### src/rtl/seq_multiplier.sv
// Iterative shift-add multiplier, WIDTH x WIDTH -> 2*WIDTH, unsigned or signed per operation.
// One multiplier bit is retired per clock; load/busy/done handshake toward a controller.
// Optional build macro SEQ_MULT_EARLY_TERM_EN: finish as soon as the remaining multiplier is zero.
module seq_multiplier #(
  parameter int unsigned WIDTH = 8
) (
  input  logic                 clk,
  input  logic                 rst,
  input  logic                 load,
  input  logic [WIDTH-1:0]     A,
  input  logic [WIDTH-1:0]     B,
  input  logic                 signed_mode,
  output logic [2*WIDTH-1:0]   P,
  output logic                 done,
  output logic                 busy
);

  localparam int unsigned PW    = 2 * WIDTH;
  localparam int unsigned CNT_W = $clog2(WIDTH);

  typedef enum logic [1:0] {
    IDLE = 2'd0,
    RUN  = 2'd1,
    DONE = 2'd2
  } state_t;

  state_t             state_q, state_d;
  logic [PW-1:0]      acc_q;
  logic [PW-1:0]      mcand_q;
  logic [WIDTH-1:0]   mplier_q;
  logic [CNT_W-1:0]   cnt_q;
  logic               neg_q;

  logic [WIDTH-1:0]   a_mag_c;
  logic [WIDTH-1:0]   b_mag_c;
  logic [PW-1:0]      acc_sum_c;
  logic [WIDTH-1:0]   mplier_shift_c;
  logic [PW-1:0]      prod_c;
  logic               last_c;

  // Operand magnitudes; -2^(WIDTH-1) negates to 2^(WIDTH-1), which still fits unsigned in WIDTH bits
  always_comb begin
    a_mag_c = A;
    b_mag_c = B;
    if (signed_mode && A[WIDTH-1]) a_mag_c = ~A + WIDTH'(1);
    if (signed_mode && B[WIDTH-1]) b_mag_c = ~B + WIDTH'(1);
  end

  // One shift-add step, the completion test and the sign-corrected final product
  always_comb begin
    acc_sum_c      = acc_q + (mplier_q[0] ? mcand_q : '0);
    mplier_shift_c = mplier_q >> 1;
`ifdef SEQ_MULT_EARLY_TERM_EN
    last_c         = (cnt_q == CNT_W'(WIDTH - 1)) || (mplier_shift_c == '0);
`else
    last_c         = (cnt_q == CNT_W'(WIDTH - 1));
`endif
    prod_c         = neg_q ? (~acc_sum_c + PW'(1)) : acc_sum_c;
  end

  // Next-state logic
  always_comb begin
    state_d = state_q;
    case (state_q)
      IDLE:    if (load)   state_d = RUN;
      RUN:     if (last_c) state_d = DONE;
      DONE:    if (load)   state_d = RUN;
      default:             state_d = IDLE;
    endcase
  end

  // State register
  always_ff @(posedge clk or posedge rst) begin
    if (rst) state_q <= IDLE;
    else     state_q <= state_d;
  end

  // Datapath: capture on accepted load, iterate in RUN, publish P only on completion
  always_ff @(posedge clk or posedge rst) begin
    if (rst) begin
      acc_q    <= '0;
      mcand_q  <= '0;
      mplier_q <= '0;
      cnt_q    <= '0;
      neg_q    <= 1'b0;
      P        <= '0;
    end else begin
      case (state_q)
        IDLE, DONE: begin
          if (load) begin
            acc_q    <= '0;
            mcand_q  <= PW'(a_mag_c);
            mplier_q <= b_mag_c;
            cnt_q    <= '0;
            neg_q    <= signed_mode & (A[WIDTH-1] ^ B[WIDTH-1]);
          end
        end
        RUN: begin
          acc_q    <= acc_sum_c;
          mcand_q  <= mcand_q << 1;
          mplier_q <= mplier_shift_c;
          cnt_q    <= cnt_q + CNT_W'(1);
          if (last_c) P <= prod_c;
        end
        default: ;
      endcase
    end
  end

  // Handshake flags registered from the next state so they track state exactly
  always_ff @(posedge clk or posedge rst) begin
    if (rst) begin
      busy <= 1'b0;
      done <= 1'b0;
    end else begin
      busy <= (state_d == RUN);
      done <= (state_d == DONE);
    end
  end

endmodule

### config.mk
export PLATFORM = sky130hd
export DESIGN_NAME = seq_multiplier
export DESIGN_NICKNAME = d
export VERILOG_FILES = /design/src/rtl/seq_multiplier.sv
export SDC_FILE = /design/constraint.sdc
export NUM_CORES = 1
export LEC_CHECK = 0
export ABC_CLOCK_PERIOD_IN_PS = 6140
export BUFFER_PORTS_ARGS = -buffer_cell sky130_fd_sc_hd__buf_2
export CAP_MARGIN = 20
export CORE_ASPECT_RATIO = 1.25
export CORE_UTILIZATION = 35
export DETAILED_ROUTE_END_ITERATION = 12
export SLEW_MARGIN = 10
export SYNTH_ARGS = -nofsm -noshare
export SYNTH_HDL_FRONTEND = slang
export SYNTH_SLANG_ARGS = --single-unit
### constraint.sdc
create_clock -name clk -period 6.14 [get_ports clk]
set_input_delay 0.307 -clock clk [delete_from_list [all_inputs] [get_ports clk]]
set_output_delay 0.307 -clock clk [all_outputs]
set_load 0.02 [all_outputs]
# Yosys cells after proc, flatten, opt, wreduce, memory -nomap -nowiden
# Index checks and enable logic that the tools add are counted.
# word_totals
register_bits	64
in_bits	20
# op_classes
n_addsub	5
n_eq_ne	6
n_mux	15
bitwise_logic	5
n_reduce_logical	8
# op_table
op	n
16-bit 2-to-1 mux	4
16-bit case mux with 2 select lines	2
8-bit 2-to-1 mux	3
16-bit by 1-bit adder with 16-bit output (second input constant)	1
16-bit adder	1
8-bit by 1-bit adder with 8-bit output (second input constant)	2
16-bit NOT	1
8-bit NOT	2
8-bit case mux with 2 select lines	1
3-bit case mux with 2 select lines	1
2-bit AND reduction	3
2-bit by 1-bit equality test with 1-bit output (second input constant)	2
2-bit equality test (second input constant)	2
2-bit 2-to-1 mux	2
2-bit case mux with 2 select lines	1
3-bit by 1-bit adder with 3-bit output (second input constant)	1
3-bit equality test (second input constant)	1
3-bit 2-to-1 mux	1
1-bit logical AND	2
2-bit logical NOT	1
2-bit by 1-bit != test with 1-bit output (second input constant)	1
2-bit nonzero test	1
2-bit OR reduction	1
1-bit bitwise AND	1
1-bit bitwise XOR	1

# Longest topological paths before layout
# Gate-level depths: netlist of run 1.
# depth
ltp_word	5
mapped_depth	14
depth_no_buf	13

# Worst setup path after synthesis of run 1
# OpenSTA, ideal clock, no wires.
# synth_path
kind	reg-to-reg
startpoint	reg mplier_q[0]
endpoint	reg P[15]
setup_ns	0.126
arrival_ns	3.044
setup_slack_ns	2.971
path_stages_with_launch	14
synth_period_minus_slack_ns	3.169
path_cell_list	dfrtp_1 -> clkbuf_1 -> and2_1 -> ha_1 -> fa_1 -> a21o_1 -> a21oi_1 -> xor2_1 -> nand3_1 -> or4_1 -> nor3_2 -> a41oi_1 -> xnor2_1 -> o21ai_1
# synth_between
elab_chain_len	5
# synth_rtl
element	line_no	text
start, declared	30	logic [WIDTH-1:0] mplier_q;
start signal, assigned	93	mplier_q <= b_mag_c;
start signal, assigned	101	mplier_q <= mplier_shift_c;
16-bit 2-to-1 mux *	51	acc_sum_c = acc_q + (mplier_q[0] ? mcand_q : '0);
16-bit adder *	51	
16-bit NOT	58	prod_c = neg_q ? (~acc_sum_c + PW'(1)) : acc_sum_c;
16-bit by 1-bit adder with 16-bit output	58	
16-bit 2-to-1 mux *	58	
end signal, assigned	103	if (last_c) P <= prod_c;
end, declared	13	output logic [2*WIDTH-1:0] P,
# Every way passes the cells marked *; elsewhere a longest branch is shown, timed or not.
# A chain may end at the register's enable or synchronous reset.

# Worst setup path in the final report of run 1
# Ends and elaborated chain as after synthesis.

==> results.sh, run 1 <==
export IMPL_cts_setup_buffers=0
export IMPL_final_area_sq_um=4409
export IMPL_num_vias=2916
export IMPL_rows=41
export IMPL_clk_pin_slew_ps=50
export IMPL_outcome="complete, no violations"
export IMPL_final_min_clock_period_ps=3511
export IMPL_setup_viol=0
export IMPL_antenna_found_initial=0
export IMPL_ctsResizeCount=0
export IMPL_rrSetupSlack_ps=2630
export IMPL_final_hold_viol_count=0
export IMPL_syn_avg_cell_area_sq_um=9.587
export IMPL_seqCellArea_sq_um=1602
export IMPL_drive_above_1_share=0.1558
export IMPL_required_ps=6310
export IMPL_cts_htree_levels=3
export IMPL_synthCells=391
export IMPL_cts_made_buffers=9
export IMPL_ctsHoldBuffers=0
export IMPL_finalClockSkew_ps=6.348
export IMPL_grt_pass1_wl_um=13430
export IMPL_core_area_sq_um=10260
export IMPL_drt_total_wl_um=7905
export IMPL_mostFrequentLayoutCell="dfrtp_1"
export IMPL_slew_violations=0
export IMPL_placed_cell_area_sq_um=4041
export IMPL_drt_iter0_markers=101
export IMPL_p_leak_nw=2.078
export IMPL_remaining_drc_errors=0
export IMPL_routedWlPerCell_um=14.14
export IMPL_dieArea_sq_um=11130
export IMPL_path_class="flip-flop to flip-flop"
export IMPL_grt_pass1_vias=2803
export IMPL_synth_area_sq_um=3749
export IMPL_async_flop_share=1.000
export IMPL_viasPerCell=5.216
export IMPL_fmax_mhz=284.8
export IMPL_ioPinCount=38
export IMPL_grt_max_degree=65
export IMPL_fin_hold_ws_ps=187.1
export IMPL_dp_hpwl_um=5719
export IMPL_cts_tree="yes"
export IMPL_cp_start_kind="flip-flop"
export IMPL_power_density_nw_per_um2=576.9
export IMPL_min_path_type="primary input to async pin"
export IMPL_synth_nets=432
export IMPL_setup_tns_ps=0
export IMPL_fillerInstances=1010
export IMPL_diodes=0
export IMPL_layout_common_cells="dfrtp_1 (64), nand2_1 (44), o21ai_0 (41)"
export IMPL_multiInputGateArea_sq_um=2014
export IMPL_cts_sinks=64
export IMPL_cts_buffer_depth=2
export IMPL_fin_crit_sh=0.5719
export IMPL_grt_setup_unrepaired="no"
export IMPL_cp_arrival_ps=3680
export IMPL_finalNetCount=466
export IMPL_grtUsageTotal=0.1514
export IMPL_endpoint_kind="flip-flop"
export IMPL_gp_congestion=0.8332
export IMPL_drtPass1Iterations=4
export IMPL_synth_ff_type="dfrtp_1"
export IMPL_cap_violations=0
export IMPL_start_util=0.3654
export IMPL_die_h_um=117.7
export IMPL_vdd_drop_max_uv=201.0
export IMPL_port_buffers=37
export IMPL_tightest_slew_ps=951.1
export IMPL_ys_ff_latch=64
export IMPL_cp_max_fo=17
export IMPL_ys_types=50
export IMPL_grt_ovfl_total=0
export IMPL_area_growth_pct=17.62
export IMPL_synth_edf_count=0
export IMPL_root_buffer="clkbuf_16"
export IMPL_synth_warnings=0
export IMPL_ant_nets=0
export IMPL_maxSlewHeadroom=0.3644
export IMPL_ys_seq_area_frac=0.4272
export IMPL_clkLatencyLatePin_ps=320
export IMPL_chipWidth_um=94.57
## registers in the layout (all words and copies together) (netlist names)
signal,flops
P,16
acc_q,16
mcand_q,16
mplier_q,8
cnt_q,3
state_q,2
busy,1
done,1
neg_q,1
## power breakdown
group          internal (W)  switching (W)
combinational      0.000470       0.000722
sequential         0.000605       0.000123
clock              0.000439       0.000187
## metrics by stage
step / worst slack [ps] / utilization / cells / power [W]
3_5_place_dp: 2636 / 0.3939 / 543 / 0.001926
2_1_floorplan: 2971 / - / 391 / 0.001644
4_1_cts: 2633 / 0.4298 / 559 / 0.002565
3_3_place_gp: 2744 / 0.3939 / 543 / 0.001893
5_1_grt: 2285 / 0.4298 / 559 / 0.002736
6_report: 2629 / 0.4298 / 559 / 0.002544
## metal layers
| layer | vias up | share of wire | track usage |
|---|---|---|---|
| li1 | 1485 | - | - |
| met1 | 1357 | 0.50 | 0.2090 |
| met2 | 63 | 0.45 | 0.2373 |
| met3 | 11 | 0.037 | 0.02455 |
| met4 | 0 | 0.014 | 0.05398 |
| met5 | - | 0 | 0 |
## Yosys cell counts (all sizes together) (14+ instances only)
cell    number  area share
inv         14       0.014
dfrtp       64        0.43
nor2        15       0.015
nand2       44       0.044
clkbuf      14       0.014
and2        17       0.028
xnor2       22       0.051
o21ai       50       0.067
a21oi       16       0.021
a22o        19       0.044
ha          20       0.067
## worst paths after layout
kind	startpoint	end	depth (start not counted)
worst max-delay path	mplier_q[0]	P[15]	12
worst min-delay path	rst	mcand_q[2]	3
worst max register to register	mplier_q[0]	P[15]	12
worst min register to register	P[5]	P[5]	2
max in group asynchronous	rst	acc_q[6]	3
min in group clk	B[7]	mplier_q[7]	2
## worst max-delay path, cell delays in order, from the launching register on
cell and delay (ps):
dfrtp_1 520, and2_1 220, ha_1 210, fa_1 400, a21o_1 210, a21oi_1 200, xor2_1 320, nand3_1 170
or4_1 470, nor3_2 210, a41oi_1 170, xnor2_1 180, o21ai_1 80
## cell families after synthesis
kind of cell             count (synthesis)  share of synthesized area
AO/OA/AOI/OAI                          130                     0.2360
AND/OR/NAND/NOR                        105                     0.1352
flip-flops                              64                     0.4272
XOR/XNOR                                35                    0.08177
buffers and inverters                   32                    0.03671
adder cells (fa/ha/maj)                 21                    0.07210
multiplexers                             4                    0.01101
## final cells by class
type	count	area share
Timing Repair Buffer	40	0.04711
Clock buffer	9	0.05108
Inverter	15	0.01277
Tap cell	129	0.03661
Clock inverter	7	0.03235
Sequential cell	64	0.3632
Multi-Input combinational cell	295	0.4569
Power figures use the tool's default switching activity.
==> inputs of run 2 (changes only) <==
--- a/config.mk
+++ b/config.mk
@@ -5,7 +5,7 @@
 export SDC_FILE = /design/constraint.sdc
 export NUM_CORES = 1
 export LEC_CHECK = 0
-export ABC_CLOCK_PERIOD_IN_PS = 6140
+export ABC_CLOCK_PERIOD_IN_PS = 3620
 export BUFFER_PORTS_ARGS = -buffer_cell sky130_fd_sc_hd__buf_2
 export CAP_MARGIN = 20
 export CORE_ASPECT_RATIO = 1.25
==> constraint.sdc (replaced) <==
create_clock -name clk -period 3.62 [get_ports clk]
set_input_delay 0.181 -clock clk [delete_from_list [all_inputs] [get_ports clk]]
set_output_delay 0.181 -clock clk [all_outputs]
set_load 0.02 [all_outputs]
==> run 2 against run 1 <==
Worst hold slack lost 47 ps; sequential power rose by 68%; core utilization decreased by 0.073 points; cell count increased by 0.72%; global-route usage up 0.65 points; register-to-register slack got worse by 2400 ps; fmax up 4.6%; power up 67%; combinational power rose by 76%; clock power up 47%; wire length up 1.0%; sequential share of layout area increased by 0.062 points; critical path type unchanged; largest cell class unchanged.
==> results.sh, run 2 (same netlist as run 1, synthesis figures left out) <==
export IMPL_outcome="complete, no violations"
export IMPL_required_ps=3800
export IMPL_finalClockSkew_ps=4.509
export IMPL_grt_ovfl_total=0
export IMPL_cp_start_kind="flip-flop"
export IMPL_final_hold_viol_count=0
export IMPL_final_min_clock_period_ps=3358
export IMPL_dpl_cell_count=546
export IMPL_layout_common_cells="dfrtp_1 (64), nand2_1 (44), o21ai_0 (41)"
export IMPL_maxSlewHeadroom=0.3721
export IMPL_cts_made_buffers=9
export IMPL_power_density_nw_per_um2=962.9
export IMPL_cp_arrival_ps=3530
export IMPL_area_growth_pct=17.42
export IMPL_mostFrequentLayoutCell="dfrtp_1"
export IMPL_setup_tns_ps=0
export IMPL_chipWidth_um=94.57
export IMPL_grt_max_degree=39
export IMPL_ant_nets=0
export IMPL_fillerInstances=1026
export IMPL_fmax_mhz=297.8
export IMPL_drtPass1Iterations=5
export IMPL_die_h_um=117.7
export IMPL_cts_tree="yes"
export IMPL_diodes=0
export IMPL_p_total_w=0.004238
export IMPL_ioPinCount=38
export IMPL_grtUsageTotal=0.1580
export IMPL_port_buffers=37
export IMPL_grt_pass1_wl_um=13810
export IMPL_cts_sinks=64
export IMPL_final_cells=563
export IMPL_fin_crit_sh=0.9276
export IMPL_cap_violations=0
export IMPL_slew_violations=0
export IMPL_routedWlPerCell_um=14.19
export IMPL_endpoint_kind="flip-flop"
export IMPL_cts_htree_levels=3
export IMPL_remaining_drc_errors=0
export IMPL_start_util=0.3654
export IMPL_reg_top3="P x16, acc_q x16, mcand_q x16"
export IMPL_cts_buffer_depth=2
export IMPL_viasPerCell=5.218
export IMPL_p_leak_nw=2.068
export IMPL_root_buffer="clkbuf_16"
export IMPL_core_area_sq_um=10260
export IMPL_dp_hpwl_um=5783
export IMPL_clk_pin_slew_ps=50
export IMPL_grt_pass1_vias=2874
export IMPL_antenna_found_initial=0
export IMPL_clkLatencyLatePin_ps=330
export IMPL_setup_viol=0
export IMPL_drive_above_1_share=0.1590
export IMPL_finalNetCount=470
export IMPL_rows=41
export IMPL_vdd_drop_max_uv=407.4
export IMPL_tightest_slew_ps=939.5
export IMPL_min_path_type="primary input to flip-flop"
export IMPL_drt_total_wl_um=7988
export IMPL_gp_congestion=0.8437
export IMPL_drt_iter0_markers=104
export IMPL_dieArea_sq_um=11130
export IMPL_cp_max_fo=8
export IMPL_grt_setup_unrepaired="no"
export IMPL_num_vias=2938
export IMPL_path_class="flip-flop to flip-flop"
export IMPL_cts_setup_buffers=0
## run 2: cell types whose count changed in the layout (fill, tap and decap cells not counted)
cell           before  now
buf_4               3    6
nor3_4              0    1
nor3_2              1    0
clkbuf_1            0    2
inv_6               1    0
dlygate4sd3_1       0    1
bufinv_16           4    2
xor2_1             13   12
xor2_2              0    1
clkinvlp_4          0    1
## run 2: per-layer routing
layer  share of wire  GRT usage  up-vias  wire [um]
met5               0          0        -          0
met4           0.015    0.05966        0        117
li1                -          -     1489          -
met3           0.040    0.03553        9        316
met1            0.50     0.2197     1381       3981
met2            0.45     0.2373       59       3572
## run 2: final cells by class
cell class,instances,area [sq um],share of cell area
Clock buffer,11,232.7,0.05287
Clock inverter,5,81.33,0.01848
Inverter,15,56.30,0.01279
Multi-Input combinational cell,295,2028,0.4608
Sequential cell,64,1602,0.3638
Tap cell,129,161.4,0.03667
Timing Repair Buffer,44,240.2,0.05458
## run 2: critical path, cell delays in order, from the launching register on
cell and delay [ps]:
dfrtp_1 420, and2_1 170, ha_1 200, fa_1 400, a21o_1 210, a22o_1 220, o41ai_2 430, o21ai_1 140
a211oi_2 250, and3b_1 250, a41oi_1 260, xnor2_1 160, o21ai_1 80
## run 2: report_power, final
part,leakage (nW),internal (W),switching (W),total [W]
registers,0.819,0.00103,0.000195,0.00122
clock network,0.150,0.000603,0.000314,0.000917
logic,1.10,0.000832,0.00127,0.00210
total,2.07,0.00246,0.00178,0.00424
## run 2: through the flow
| step | setup WS, ps | util | cell area (sq um) | hold slack (ps) |
|---|---|---|---|---|
| 2_1_floorplan | 450.6 | - | 3749 | 319.5 |
| 3_3_place_gp | 394.9 | 0.3961 | 4064 | 269.1 |
| 3_5_place_dp | 263.8 | 0.3961 | 4064 | 289.4 |
| 4_1_cts | 233.8 | 0.4277 | 4388 | 132.9 |
| 5_1_grt | 25.65 | 0.4290 | 4402 | 154.5 |
| 6_report | 261.9 | 0.4290 | 4402 | 140.2 |
## run 2: worst paths after layout
kind,from,endpoint,slack [ps],cells past startpoint
max,mplier_q[0],P[15],260,12
min reg2reg,P[3],P[3],470,2
max in group asynchronous,rst,acc_q[15],2290,4
max reg2reg,mplier_q[0],P[15],260,12
min,B[7],mplier_q[7],140,2
min in group asynchronous,rst,acc_q[2],450,3
## run 2: timing repair
item                                    in CTS  in global routing
resized for setup                            0                  2
endpoints found under the hold margin       26                  0
endpoints found under the setup margin       0                  1
hold buffers                                 1                  0
